### src/rtl/alu_multiciclo_if.sv
// ---------------------------------------------------------------------------
// alu_multiciclo_if
// Operation/result bundle between the control FSM (master) and the
// execution-stage ALU (slave).
//
// Handshake: the master raises START with ALUSELECT/A/B valid. The ALU
// samples START only while idle (BUSY=0). An iterative shift raises BUSY
// until it completes. DONE is a one-cycle pulse, and RESULT/SALTO are valid
// during that pulse. RESULT/SALTO then hold until the next DONE. A START
// raised during the DONE cycle is accepted, so operations can be issued
// back-to-back.
//
// Signals:
//   START      master->slave  operation request
//   ALUSELECT  master->slave  4-bit operation code
//   A, B       master->slave  operands (shift amount = B[SHAMT_W-1:0])
//   RESULT     slave->master  registered result
//   SALTO      slave->master  registered branch condition
//   BUSY       slave->master  iterative shift in progress
//   DONE       slave->master  completion pulse
//   STATE_DBG  slave->master  FSM state (0 = IDLE, 1 = SHIFT), for debug
// ---------------------------------------------------------------------------
interface alu_multiciclo_if #(
  parameter int WIDTH = 32
);
  logic             START;
  logic [3:0]       ALUSELECT;
  logic [WIDTH-1:0] A;
  logic [WIDTH-1:0] B;
  logic [WIDTH-1:0] RESULT;
  logic             SALTO;
  logic             BUSY;
  logic             DONE;
  logic             STATE_DBG;

  modport master (
    output START, ALUSELECT, A, B,
    input  RESULT, SALTO, BUSY, DONE, STATE_DBG
  );

  modport slave (
    input  START, ALUSELECT, A, B,
    output RESULT, SALTO, BUSY, DONE, STATE_DBG
  );
endinterface

### src/rtl/alu_multiciclo.sv
// ---------------------------------------------------------------------------
// alu_multiciclo
// Execution-stage ALU for the multicycle RISC-V core. Single-cycle ops
// (ADD/AND/OR/SLT/SUB/XOR/branches/unknown) load RESULT/SALTO on the START
// edge. SLL/SRL run on an iterative 1-bit-per-cycle shifter.
//
// Ports:
//   CLK      system clock (rising edge)
//   RESET_N  asynchronous active-low reset
//   bus      alu_multiciclo_if.slave (START, ALUSELECT, A, B ->
//            RESULT, SALTO, BUSY, DONE, STATE_DBG)
//
// Build option: define ALU_SRA_EN to make code 1100 an iterative arithmetic
// right shift. When it is undefined, 1100 is an unknown code.
// ---------------------------------------------------------------------------
module alu_multiciclo #(
  parameter int WIDTH   = 32,
  parameter int SHAMT_W = $clog2(WIDTH)
) (
  input  logic            CLK,
  input  logic            RESET_N,
  alu_multiciclo_if.slave bus
);

  localparam logic [3:0] OP_ADD = 4'b0000;
  localparam logic [3:0] OP_AND = 4'b0001;
  localparam logic [3:0] OP_OR  = 4'b0010;
  localparam logic [3:0] OP_SLL = 4'b0011;
  localparam logic [3:0] OP_SLT = 4'b0100;
  localparam logic [3:0] OP_SRL = 4'b0101;
  localparam logic [3:0] OP_SUB = 4'b0110;
  localparam logic [3:0] OP_XOR = 4'b0111;
  localparam logic [3:0] OP_BEQ = 4'b1000;
  localparam logic [3:0] OP_BNE = 4'b1001;
  localparam logic [3:0] OP_BLT = 4'b1010;
  localparam logic [3:0] OP_BGE = 4'b1011;
`ifdef ALU_SRA_EN
  localparam logic [3:0] OP_SRA = 4'b1100;
`endif

  localparam logic [SHAMT_W-1:0] CNT_ZERO = '0;
  localparam logic [SHAMT_W-1:0] CNT_ONE  = {{(SHAMT_W-1){1'b0}}, 1'b1};

  typedef enum logic {IDLE = 1'b0, SHIFT = 1'b1} state_t;
  typedef enum logic [1:0] {SK_SLL = 2'd0, SK_SRL = 2'd1, SK_SRA = 2'd2} shift_kind_t;

  state_t           state_q, state_d;
  shift_kind_t      kind_q, kind_d;
  logic [WIDTH-1:0] sh_q, sh_d;
  logic [SHAMT_W-1:0] cnt_q, cnt_d;
  logic [WIDTH-1:0] result_q, result_d;
  logic             salto_q, salto_d;
  logic             done_q, done_d;

  logic [SHAMT_W-1:0] shamt;
  logic               is_shift;
  shift_kind_t        kind_new;
  logic [WIDTH-1:0]   one_res;
  logic               one_salto;
  logic [WIDTH-1:0]   sh_next;

  assign shamt = bus.B[SHAMT_W-1:0];

  // Decode the operation and compute the result that completes in one cycle.
  // A shift by zero also finishes here, with RESULT = A.
  always_comb begin
    is_shift  = 1'b0;
    kind_new  = SK_SLL;
    one_res   = '0;
    one_salto = 1'b0;
    case (bus.ALUSELECT)
      OP_ADD: one_res = bus.A + bus.B;
      OP_AND: one_res = bus.A & bus.B;
      OP_OR:  one_res = bus.A | bus.B;
      OP_SUB: one_res = bus.A - bus.B;
      OP_XOR: one_res = bus.A ^ bus.B;
      OP_SLT: one_res = {{(WIDTH-1){1'b0}}, ($signed(bus.A) < $signed(bus.B))};
      OP_SLL: begin
        is_shift = 1'b1;
        kind_new = SK_SLL;
        one_res  = bus.A;
      end
      OP_SRL: begin
        is_shift = 1'b1;
        kind_new = SK_SRL;
        one_res  = bus.A;
      end
`ifdef ALU_SRA_EN
      OP_SRA: begin
        is_shift = 1'b1;
        kind_new = SK_SRA;
        one_res  = bus.A;
      end
`endif
      OP_BEQ: one_salto = (bus.A == bus.B);
      OP_BNE: one_salto = (bus.A != bus.B);
      OP_BLT: one_salto = ($signed(bus.A) <  $signed(bus.B));
      OP_BGE: one_salto = ($signed(bus.A) >= $signed(bus.B));
      default: begin
        one_res   = '0;
        one_salto = 1'b0;
      end
    endcase
  end

  // One step of the shifter. SRA refills from the current MSB, which is
  // still the sign bit of the original A.
  always_comb begin
    case (kind_q)
      SK_SLL:  sh_next = {sh_q[WIDTH-2:0], 1'b0};
      SK_SRL:  sh_next = {1'b0, sh_q[WIDTH-1:1]};
      SK_SRA:  sh_next = {sh_q[WIDTH-1], sh_q[WIDTH-1:1]};
      default: sh_next = sh_q;
    endcase
  end

  always_comb begin
    state_d  = state_q;
    kind_d   = kind_q;
    sh_d     = sh_q;
    cnt_d    = cnt_q;
    result_d = result_q;
    salto_d  = salto_q;
    done_d   = 1'b0;
    case (state_q)
      IDLE: begin
        if (bus.START) begin
          if (is_shift && (shamt != CNT_ZERO)) begin
            sh_d    = bus.A;
            cnt_d   = shamt;
            kind_d  = kind_new;
            state_d = SHIFT;
          end else begin
            result_d = one_res;
            salto_d  = one_salto;
            done_d   = 1'b1;
          end
        end
      end
      SHIFT: begin
        // Operands and START are ignored here. The result is taken from the
        // edge where the counter drops to zero.
        sh_d  = sh_next;
        cnt_d = cnt_q - CNT_ONE;
        if (cnt_q == CNT_ONE) begin
          result_d = sh_next;
          salto_d  = 1'b0;
          done_d   = 1'b1;
          state_d  = IDLE;
        end
      end
      default: state_d = IDLE;
    endcase
  end

  always_ff @(posedge CLK or negedge RESET_N) begin
    if (!RESET_N) begin
      state_q  <= IDLE;
      kind_q   <= SK_SLL;
      sh_q     <= '0;
      cnt_q    <= '0;
      result_q <= '0;
      salto_q  <= 1'b0;
      done_q   <= 1'b0;
    end else begin
      state_q  <= state_d;
      kind_q   <= kind_d;
      sh_q     <= sh_d;
      cnt_q    <= cnt_d;
      result_q <= result_d;
      salto_q  <= salto_d;
      done_q   <= done_d;
    end
  end

  assign bus.RESULT    = result_q;
  assign bus.SALTO     = salto_q;
  assign bus.BUSY      = (state_q == SHIFT);
  assign bus.DONE      = done_q;
  assign bus.STATE_DBG = state_q;

endmodule

### src/flat_wrapper.sv
// flat-port wrapper written by rule: the top's interface ports become plain ports
module alu_multiciclo_flat 
#(
  parameter int WIDTH   = 32,
  parameter int SHAMT_W = $clog2(WIDTH)
)
  (CLK, RESET_N, bus_START, bus_ALUSELECT, bus_A, bus_B, bus_RESULT, bus_SALTO, bus_BUSY, bus_DONE, bus_STATE_DBG);
  alu_multiciclo_if #(.WIDTH(WIDTH)) bus_i ();
  input  logic CLK;
  input  logic RESET_N;
  input wire logic [$bits(bus_i.START)-1:0] bus_START;
  input wire logic [$bits(bus_i.ALUSELECT)-1:0] bus_ALUSELECT;
  input wire logic [$bits(bus_i.A)-1:0] bus_A;
  input wire logic [$bits(bus_i.B)-1:0] bus_B;
  output wire logic [$bits(bus_i.RESULT)-1:0] bus_RESULT;
  output wire logic [$bits(bus_i.SALTO)-1:0] bus_SALTO;
  output wire logic [$bits(bus_i.BUSY)-1:0] bus_BUSY;
  output wire logic [$bits(bus_i.DONE)-1:0] bus_DONE;
  output wire logic [$bits(bus_i.STATE_DBG)-1:0] bus_STATE_DBG;
  assign bus_i.START = bus_START;
  assign bus_i.ALUSELECT = bus_ALUSELECT;
  assign bus_i.A = bus_A;
  assign bus_i.B = bus_B;
  assign bus_RESULT = bus_i.RESULT;
  assign bus_SALTO = bus_i.SALTO;
  assign bus_BUSY = bus_i.BUSY;
  assign bus_DONE = bus_i.DONE;
  assign bus_STATE_DBG = bus_i.STATE_DBG;
  alu_multiciclo #(.WIDTH(WIDTH), .SHAMT_W(SHAMT_W)) u_core (.CLK(CLK), .RESET_N(RESET_N), .bus(bus_i));
endmodule
### config.mk
export PLATFORM = sky130hd
export DESIGN_NAME = alu_multiciclo_flat
export DESIGN_NICKNAME = d
export VERILOG_FILES = /design/src/rtl/alu_multiciclo_if.sv /design/src/rtl/alu_multiciclo.sv /design/src/flat_wrapper.sv
export SDC_FILE = /design/constraint.sdc
export NUM_CORES = 1
export LEC_CHECK = 0
export CORE_MARGIN = 2
export CORE_UTILIZATION = 53
export CTS_CLUSTER_DIAMETER = 120
export DETAILED_ROUTE_END_ITERATION = 12
export GPL_ROUTABILITY_DRIVEN = 0
export GPL_TIMING_DRIVEN = 1
export HOLD_SLACK_MARGIN = 0.08
export PLACE_DENSITY = 0.75
export SKIP_LAST_GASP = 1
export SYNTH_ARGS = -nofsm -noshare
export SYNTH_HDL_FRONTEND = slang
export SYNTH_SLANG_ARGS = --single-unit
export TNS_END_PERCENT = 50
### constraint.sdc
create_clock -name CLK -period 1.9 [get_ports CLK]
set_input_delay 0.57 -clock CLK [delete_from_list [all_inputs] [get_ports CLK]]
set_output_delay 0.57 -clock CLK [all_outputs]
set_load 0.005 [all_outputs]
==> metrics.cfg, run 1 <==
[status]
outcome = aborted with a tool error
haltStage = 5_1_grt
error = [ERROR GRT-0116] Global routing finished with congestion. Check the congestion regions in the DRC Viewer.

[placement]
portBuffers = 106
place_area_mm2 = 0.0138
placedCellCount = 1904
dp_hpwl_um = 30700

[global_routing]
grt_pass1_vias = 17359
grt_max_degree = 43
grt_overflow = 70
grt_util_all_layers_pct = 75.7
grt_pass1_wl_um = 106000

[yosys]
syn_inst = 1242
syn-mean-instance-area_um2 = 7.43
synth.largest_area_cell = dfrtp_1
ys.warnings.count = 0
synth.distinct_cells = 86
async_reset_ff_share_pct = 100
synth_top_area_share_pct = 19.8
synth_edf_count = 0
synth_most_common_cell = a21oi_1
syn_nets = 1425
ys_top_cells_by_area = dfrtp_1 (20%), ha_1 (15%), a21oi_1 (7.0%), o21ai_0 (5.5%), nor2_1 (4.7%)
synth-seq-area-share_pct = 19.8
ys_ff_latch = 73
synth_ff_type = dfrtp_1
synth_area_mm2 = 0.00923
synth_common_cells = a21oi_1 (129), nor2_1 (116), ha_1 (110), nand2_1 (108), inv_1 (103)

[clocking]
cts.sinks = 73
hold_buffers = 0
cts_buffers = 9
root_buffer = clkbuf_16
htreeDepth = 3
ctsLongestPathBuffers = 2

[floorplan]
die_w_um = 136
io_pins = 107
initial_core_util_pct = 53.7
fp.dieH_um = 136
rows = 48

==> cell families after synthesis <==
kind of cell,share of synthesized area [%]
compound gates,33.3
xor+xnor,1.14
fa+ha+maj,15.4
buf+inv,8.15
flops,19.8
mux,4.42
simple gates,17.8
==> metrics by stage <==
step	hold slack, ps	worst slack, ps
CTS	145	-973
global placement	470	-1680
floorplan	274	-816
detailed placement	484	-1770
==> per-layer routing <==
metal	GRT overflow	GRT usage, %
met2	38	92.5
met3	0	59.7
met4	31	73.4
met5	0	20.0
met1	1	77.4
==> timing repair <==
action                     in CTS
buffers inserted               89
cloned                          5
pin swaps                     169
gates resized for setup       507
setup endpoints to repair      74
==> run 2: changes to the inputs <==
--- a/config.mk
+++ b/config.mk
@@ -6,13 +6,11 @@
 export NUM_CORES = 1
 export LEC_CHECK = 0
 export CORE_MARGIN = 2
-export CORE_UTILIZATION = 53
-export CTS_CLUSTER_DIAMETER = 120
+export CORE_UTILIZATION = 40
 export DETAILED_ROUTE_END_ITERATION = 12
 export GPL_ROUTABILITY_DRIVEN = 0
 export GPL_TIMING_DRIVEN = 1
-export HOLD_SLACK_MARGIN = 0.08
-export PLACE_DENSITY = 0.75
+export PLACE_DENSITY_LB_ADDON = 0.15
 export SKIP_LAST_GASP = 1
 export SYNTH_ARGS = -nofsm -noshare
 export SYNTH_HDL_FRONTEND = slang
==> constraint.sdc (replaced) <==
create_clock -name CLK -period 2.45 [get_ports CLK]
set_input_delay 0.735 -clock CLK [delete_from_list [all_inputs] [get_ports CLK]]
set_output_delay 0.735 -clock CLK [all_outputs]
set_load 0.005 [all_outputs]
==> run 2 against run 1 <==
Compared with the run above: the flow now finishes, with violations (setup timing); area after synthesis unchanged; synthesized cell count unchanged.
==> metrics.cfg, run 2 <==
[status]
outcome = finished, violations left
violations = setup timing

[yosys]
async_reset_ff_share_pct = 100
synth.distinct_cells = 86
synth_top_area_share_pct = 19.8
syn_nets = 1425
synth.largest_area_cell = dfrtp_1
synth_edf_count = 0
synth_ff_type = dfrtp_1
ys.warnings.count = 0
synth_common_cells = a21oi_1 (129), nor2_1 (116), ha_1 (110), nand2_1 (108), inv_1 (103)
synth_most_common_cell = a21oi_1
synth-seq-area-share_pct = 19.8
synth_area_mm2 = 0.00923
ys_top_cells_by_area = dfrtp_1 (20%), ha_1 (15%), a21oi_1 (7.0%), o21ai_0 (5.5%), nor2_1 (4.7%)
ys_ff_latch = 73
syn-mean-instance-area_um2 = 7.43
syn_inst = 1242

[floorplan]
fp.dieH_um = 156
io_pins = 107
coreArea_mm2 = 0.0226
initial_core_util_pct = 40.8
die_w_um = 156
fp.dieArea_mm2 = 0.0243
rows = 55

[global_routing]
grt_pass1_vias = 12065
grt_max_degree = 37
grt_overflow = 0
antenna_found_initial = 0
grt_pass1_wl_um = 67000
grt_util_all_layers_pct = 35.4

[finish]
area_growth_pct = 78.3
final_nets = 1960
layout_common_cells = buf_4 (443), nor2_1 (104), a21oi_1 (99)
n_fill_cell = 1575
antenna_cells = 0
final_layout_size_suffix_gt1_share_pct = 49.6
seqCellArea_mm2 = 0.00183
multiInputGateArea_mm2 = 0.00843
mostFrequentLayoutCell = buf_4

[critical_path]
rr_endpoint = u_core.bus.RESULT[19]
cp-start-kind = input port
crit_chain = buf_12 > inv_12 > ha_4 > nand2b_4 > a221o_1 > a221oi_4 > nor3_4 > o211ai_4 > a221oi_4 > buf_4 > o31a_1 > a31oi_1 > o221ai_1
r2r_cells = 7
max_stage_delay_ps = 410
required_ps = 2660
rr_startpoint = u_core.kind_q[0]
end_kind = register
cp-startpoint = bus_A[7]
arrival_ps = 3260
crit_type = input port to register
cpMaxStageDelayCell = a221oi_4
path_common_cell = a221oi_4
regToRegSetupSlack_ps = 190
worstPathMaxFanout = 4
endpoint = u_core.bus.RESULT[0]

[clocking]
root_buffer = clkbuf_16
cts.sinks = 73
ctsLongestPathBuffers = 2
clk_pin_slew_ps = 60
htreeDepth = 3
cts_buffers = 9
clk_latency_ps = 340
cts_tree = done

[placement]
portBuffers = 106
dp_hpwl_um = 32100

[power_and_ir_drop]
p_total_mw = 9.49
p_per_area_mw_per_mm2 = 577
ir_drop_mv = 0.472
p_leak_nw = 7.39

[drt]
drtIter0Drc = 1676
viasPerCell = 6.19
drt_pass1_iterations = 8
wl_per_cell_um = 22.8
wirelength_um = 47200
ant_nets = 0
dr_total_vias = 12790
route.detailed.drc = 0

[timing]
setup_viol = 28
hold_viol = 0
fin_crit_ps = 3050
fin_setup_tns_ps = -11640
fin_ws_ps = -604
slew-limit-headroom_pct = 61.4
finalClockSkew_ps = 7.18
hold_slack_ps = 369
drv_slew = 0
period_share_pct = 125
max_freq_mhz = 327
rsz0062_at_grt = yes
worst_pin_slew_ps = 572

[run]
maxCapViolCount = 0

[min_path]
min_path_type = input port to async pin

[run 2: timing repair]
item                       CTS  global route
buffers inserted            61            42
setup endpoints to repair   34            63
hold endpoints to repair     0             0
pin swaps                  121           138
hold buffers                 0             0
resized for setup          446           184
[run 2: kinds of logic (layout without fill, tap and decap cells)]
logic type / count (synthesis) / in the layout / synth area share, %
fa+ha+maj: 112 / 112 / 15.4
buf+inv: 188 / 727 / 8.15
flops: 73 / 73 / 19.8
compound gates: 462 / 462 / 33.3
xor+xnor: 12 / 12 / 1.14
mux: 38 / 38 / 4.42
simple gates: 357 / 357 / 17.8
[run 2: worst min path at each step]
stage | slack (ps) | end | start | cells past startpoint
6_report | 370 | u_core.bus.RESULT[2] | RESET_N | 1
5_1_grt | 400 | u_core.bus.RESULT[7] | RESET_N | 1
4_1_cts | 390 | u_core.bus.RESULT[1] | RESET_N | 1
3_5_place_dp | 470 | u_core.bus.RESULT[21] | u_core.bus.RESULT[21] | 1
3_3_place_gp | 460 | u_core.bus.RESULT[2] | u_core.bus.RESULT[2] | 2
2_1_floorplan | 440 | u_core.bus.BUSY | RESET_N | 0
[run 2: cell type report]
| type | instances | share of cell area (%) |
|---|---|---|
| clock buffer | 13 | 1.58 |
| clock inverter | 2 | 0.228 |
| tap | 285 | 2.17 |
| inverter | 106 | 2.74 |
| timing repair buffer | 606 | 31.0 |
| multi-input combinational | 981 | 51.2 |
| sequential | 73 | 11.1 |
[run 2: where the power goes]
group | switching [mW] | total (mW) | internal [mW]
registers | 0.514 | 2.28 | 1.76
logic | 3.01 | 5.85 | 2.84
clock network | 0.530 | 1.37 | 0.840
[run 2: per-layer routing]
layer  global-route usage [%]  up-vias  wire (um)
li1                         -     5567          -
met1                     47.8     5964      18200
met2                     55.3      969      20500
met3                     6.83      290       5450
met4                     14.8        0       3050
met5                        0        -          0
[run 2: worst max-delay path, delay by kind of cell]
kind | cells | cell delay [ps]
buf+inv | 3 | 290
fa+ha+maj | 1 | 250
compound gates | 7 | 1740
simple gates | 2 | 230
[run 2: stage by stage]
stage / utilization (%) / setup slack [ps] / area [um2] / std cells
floorplan: - / -431 / 9440 / 1242
global placement: 60.5 / -1500 / 13700 / 1960
detailed placement: 60.5 / -1520 / 13700 / 1960
CTS: 68.6 / -552 / 15500 / 2031
global route: 72.7 / -650 / 16500 / 2066
finish: 72.7 / -604 / 16500 / 2066
Note: power is estimated with default switching activity, not from simulation.
==> run 3: changes to the inputs <==
--- a/config.mk
+++ b/config.mk
@@ -5,7 +5,6 @@
 export SDC_FILE = /design/constraint.sdc
 export NUM_CORES = 1
 export LEC_CHECK = 0
-export CORE_MARGIN = 2
 export CORE_UTILIZATION = 40
 export DETAILED_ROUTE_END_ITERATION = 12
 export GPL_ROUTABILITY_DRIVEN = 0
==> run 3 against run 2 <==
Compared with the run above: the flow still finishes with violations (setup timing); worst setup slack worse by 140 ps; critical path depth unchanged; worst hold slack worse by 77 ps; sequential share of layout area about the same; sequential power about the same; clock power about the same; critical endpoint is now u_core.bus.RESULT[13]; largest cell class unchanged; largest power group unchanged; highest routed layer is now met5.
==> metrics.cfg, run 3 (synthesis gave the netlist of run 2 again) <==
[timing]
setup_viol = 32
max_freq_mhz = 313
period_share_pct = 130
rsz0062_at_grt = yes
drv_slew = 0
worst_pin_slew_ps = 627
fin_crit_ps = 3190
hold_viol = 0
fin_ws_ps = -745
finalClockSkew_ps = 4.77
slew-limit-headroom_pct = 57.8

[drt]
route.detailed.drc = 0
ant_nets = 0
drtIter0Drc = 1749
dr_total_vias = 13143
viasPerCell = 6.36
wl_per_cell_um = 23.6
wirelength_um = 48900
drt_pass1_iterations = 7

[finish]
fin_util_pct = 73.0
n_fill_cell = 1551
final_nets = 1958
seqCellArea_mm2 = 0.00183
multiInputGateArea_mm2 = 0.00853
fin_cells = 2067
final_layout_size_suffix_gt1_share_pct = 49.6
final_cell_area_mm2 = 0.0165
layout_common_cells = buf_4 (438), nor2_1 (103), nand2_1 (98)
area_growth_pct = 79.1
mostFrequentLayoutCell = buf_4

[power_and_ir_drop]
switchingPower_mw = 4.15
p_sw_share_pct = 43.2
internal_power_mw = 5.45
combPwrFrac_pct = 62.2
power.share.clock_pct = 14.1
ir_drop_mv = 0.415
p_leak_nw = 7.39
power_frac_seq_pct = 23.6
p_per_area_mw_per_mm2 = 581
p_total_mw = 9.60

[critical_path]
arrival_ps = 3420
r2r_cells = 7
cp-start-kind = input port
crit_type = input port to register
worstPathMaxFanout = 4
required_ps = 2670
end_kind = register

[global_routing]
grt_util_all_layers_pct = 36.4
grt_pass1_wl_um = 66900
grt_pass1_vias = 12076
grt_max_degree = 55
antenna_found_initial = 3
grt_overflow = 0

[clocking]
clk_latency_ps = 340
cts_tree = done
cts_buffers = 9
cts.sinks = 73
htreeDepth = 3
root_buffer = clkbuf_16
clk_pin_slew_ps = 60
hold_buffers = 0
ctsLongestPathBuffers = 2

[placement]
portBuffers = 106
place_area_mm2 = 0.0136
dp_hpwl_um = 31800
dp_slack_ps = -1420
placedCellCount = 1947

[run]
maxCapViolCount = 0

[floorplan]
io_pins = 107
coreArea_mm2 = 0.0226
fp.dieArea_mm2 = 0.0237
fp.dieH_um = 154
die_w_um = 154
rows = 55
initial_core_util_pct = 40.8

[status]
violations = setup timing
outcome = finished, violations left

[min_path]
min_path_type = input port to async pin

[run 3: changes by cell type in the layout (fill, tap and decap cells not counted), sizes merged]
cell,before,now
clkdlybuf4s15,10,0
clkbuf,17,22
dlygate4sd2,4,8
dlymetal6s2s,5,2
clkdlybuf4s50,51,53
clkinvlp,1,3
diode,0,2
buf,532,531
[run 3: worst max-delay path: stages]
cell	delay, ps
buf_4	130
buf_6	120
ha_2	190
buf_6	130
a2111oi_4	490
o2111ai_2	260
buf_4	210
o21ai_2	190
a21oi_1	120
nor3_1	250
mux2i_1	180
a21oi_2	290
o21ai_1	110
[run 3: per-stage QoR]
| step | setup TNS [ps] | hold WS (ps) |
|---|---|---|
| floorplan | -7290 | 439 |
| global placement | -49130 | 464 |
| detailed placement | -50450 | 469 |
| CTS | -10560 | 299 |
| global route | -14530 | 318 |
| finish | -12430 | 291 |
[run 3: layout make-up]
type / instances / share of cell area (%)
Antenna cell: 2 / 0.0303
Inverter: 106 / 2.71
Clock buffer: 12 / 1.49
Tap cell: 285 / 2.16
Multi-Input combinational cell: 981 / 51.6
Clock inverter: 4 / 0.318
Sequential cell: 73 / 11.1
Timing Repair Buffer: 604 / 30.6
[run 3: power groups by stage]
stage               Combinational [mW]  Sequential (mW)  Clock, mW
floorplan                         2.51             2.08          0
global placement                  4.74             2.24          0
detailed placement                4.81             2.25          0
CTS                               5.37             2.24       1.35
global route                      6.29             2.31       1.39
finish                            5.97             2.27       1.36
[run 3: worst paths after layout]
kind,start,end,slack [ps]
setup / recovery,bus_A[12],u_core.bus.RESULT[13],-740
hold / removal,RESET_N,u_core.bus.DONE,290
setup reg to reg,u_core.kind_q[0],u_core.bus.RESULT[19],190
hold reg to reg,u_core.bus.RESULT[21],u_core.bus.RESULT[21],480
max in group asynchronous,RESET_N,u_core.bus.BUSY,1560
min in group CLK,u_core.bus.RESULT[21],u_core.bus.RESULT[21],480
[run 3: metal layers]
layer / wire, um / up-vias / track usage [%]
li1: - / 5576 / -
met1: 18700 / 6117 / 49.3
met2: 20600 / 1071 / 55.6
met3: 6120 / 375 / 7.92
met4: 3380 / 4 / 15.7
met5: 80 / - / 0
[run 3: repair_timing]
item	4_1_cts	5_1_grt
pin swaps	149	132
endpoints found under the hold margin	0	0
gates resized for setup	476	181
buffers inserted	73	43
endpoints found under the setup margin	49	40
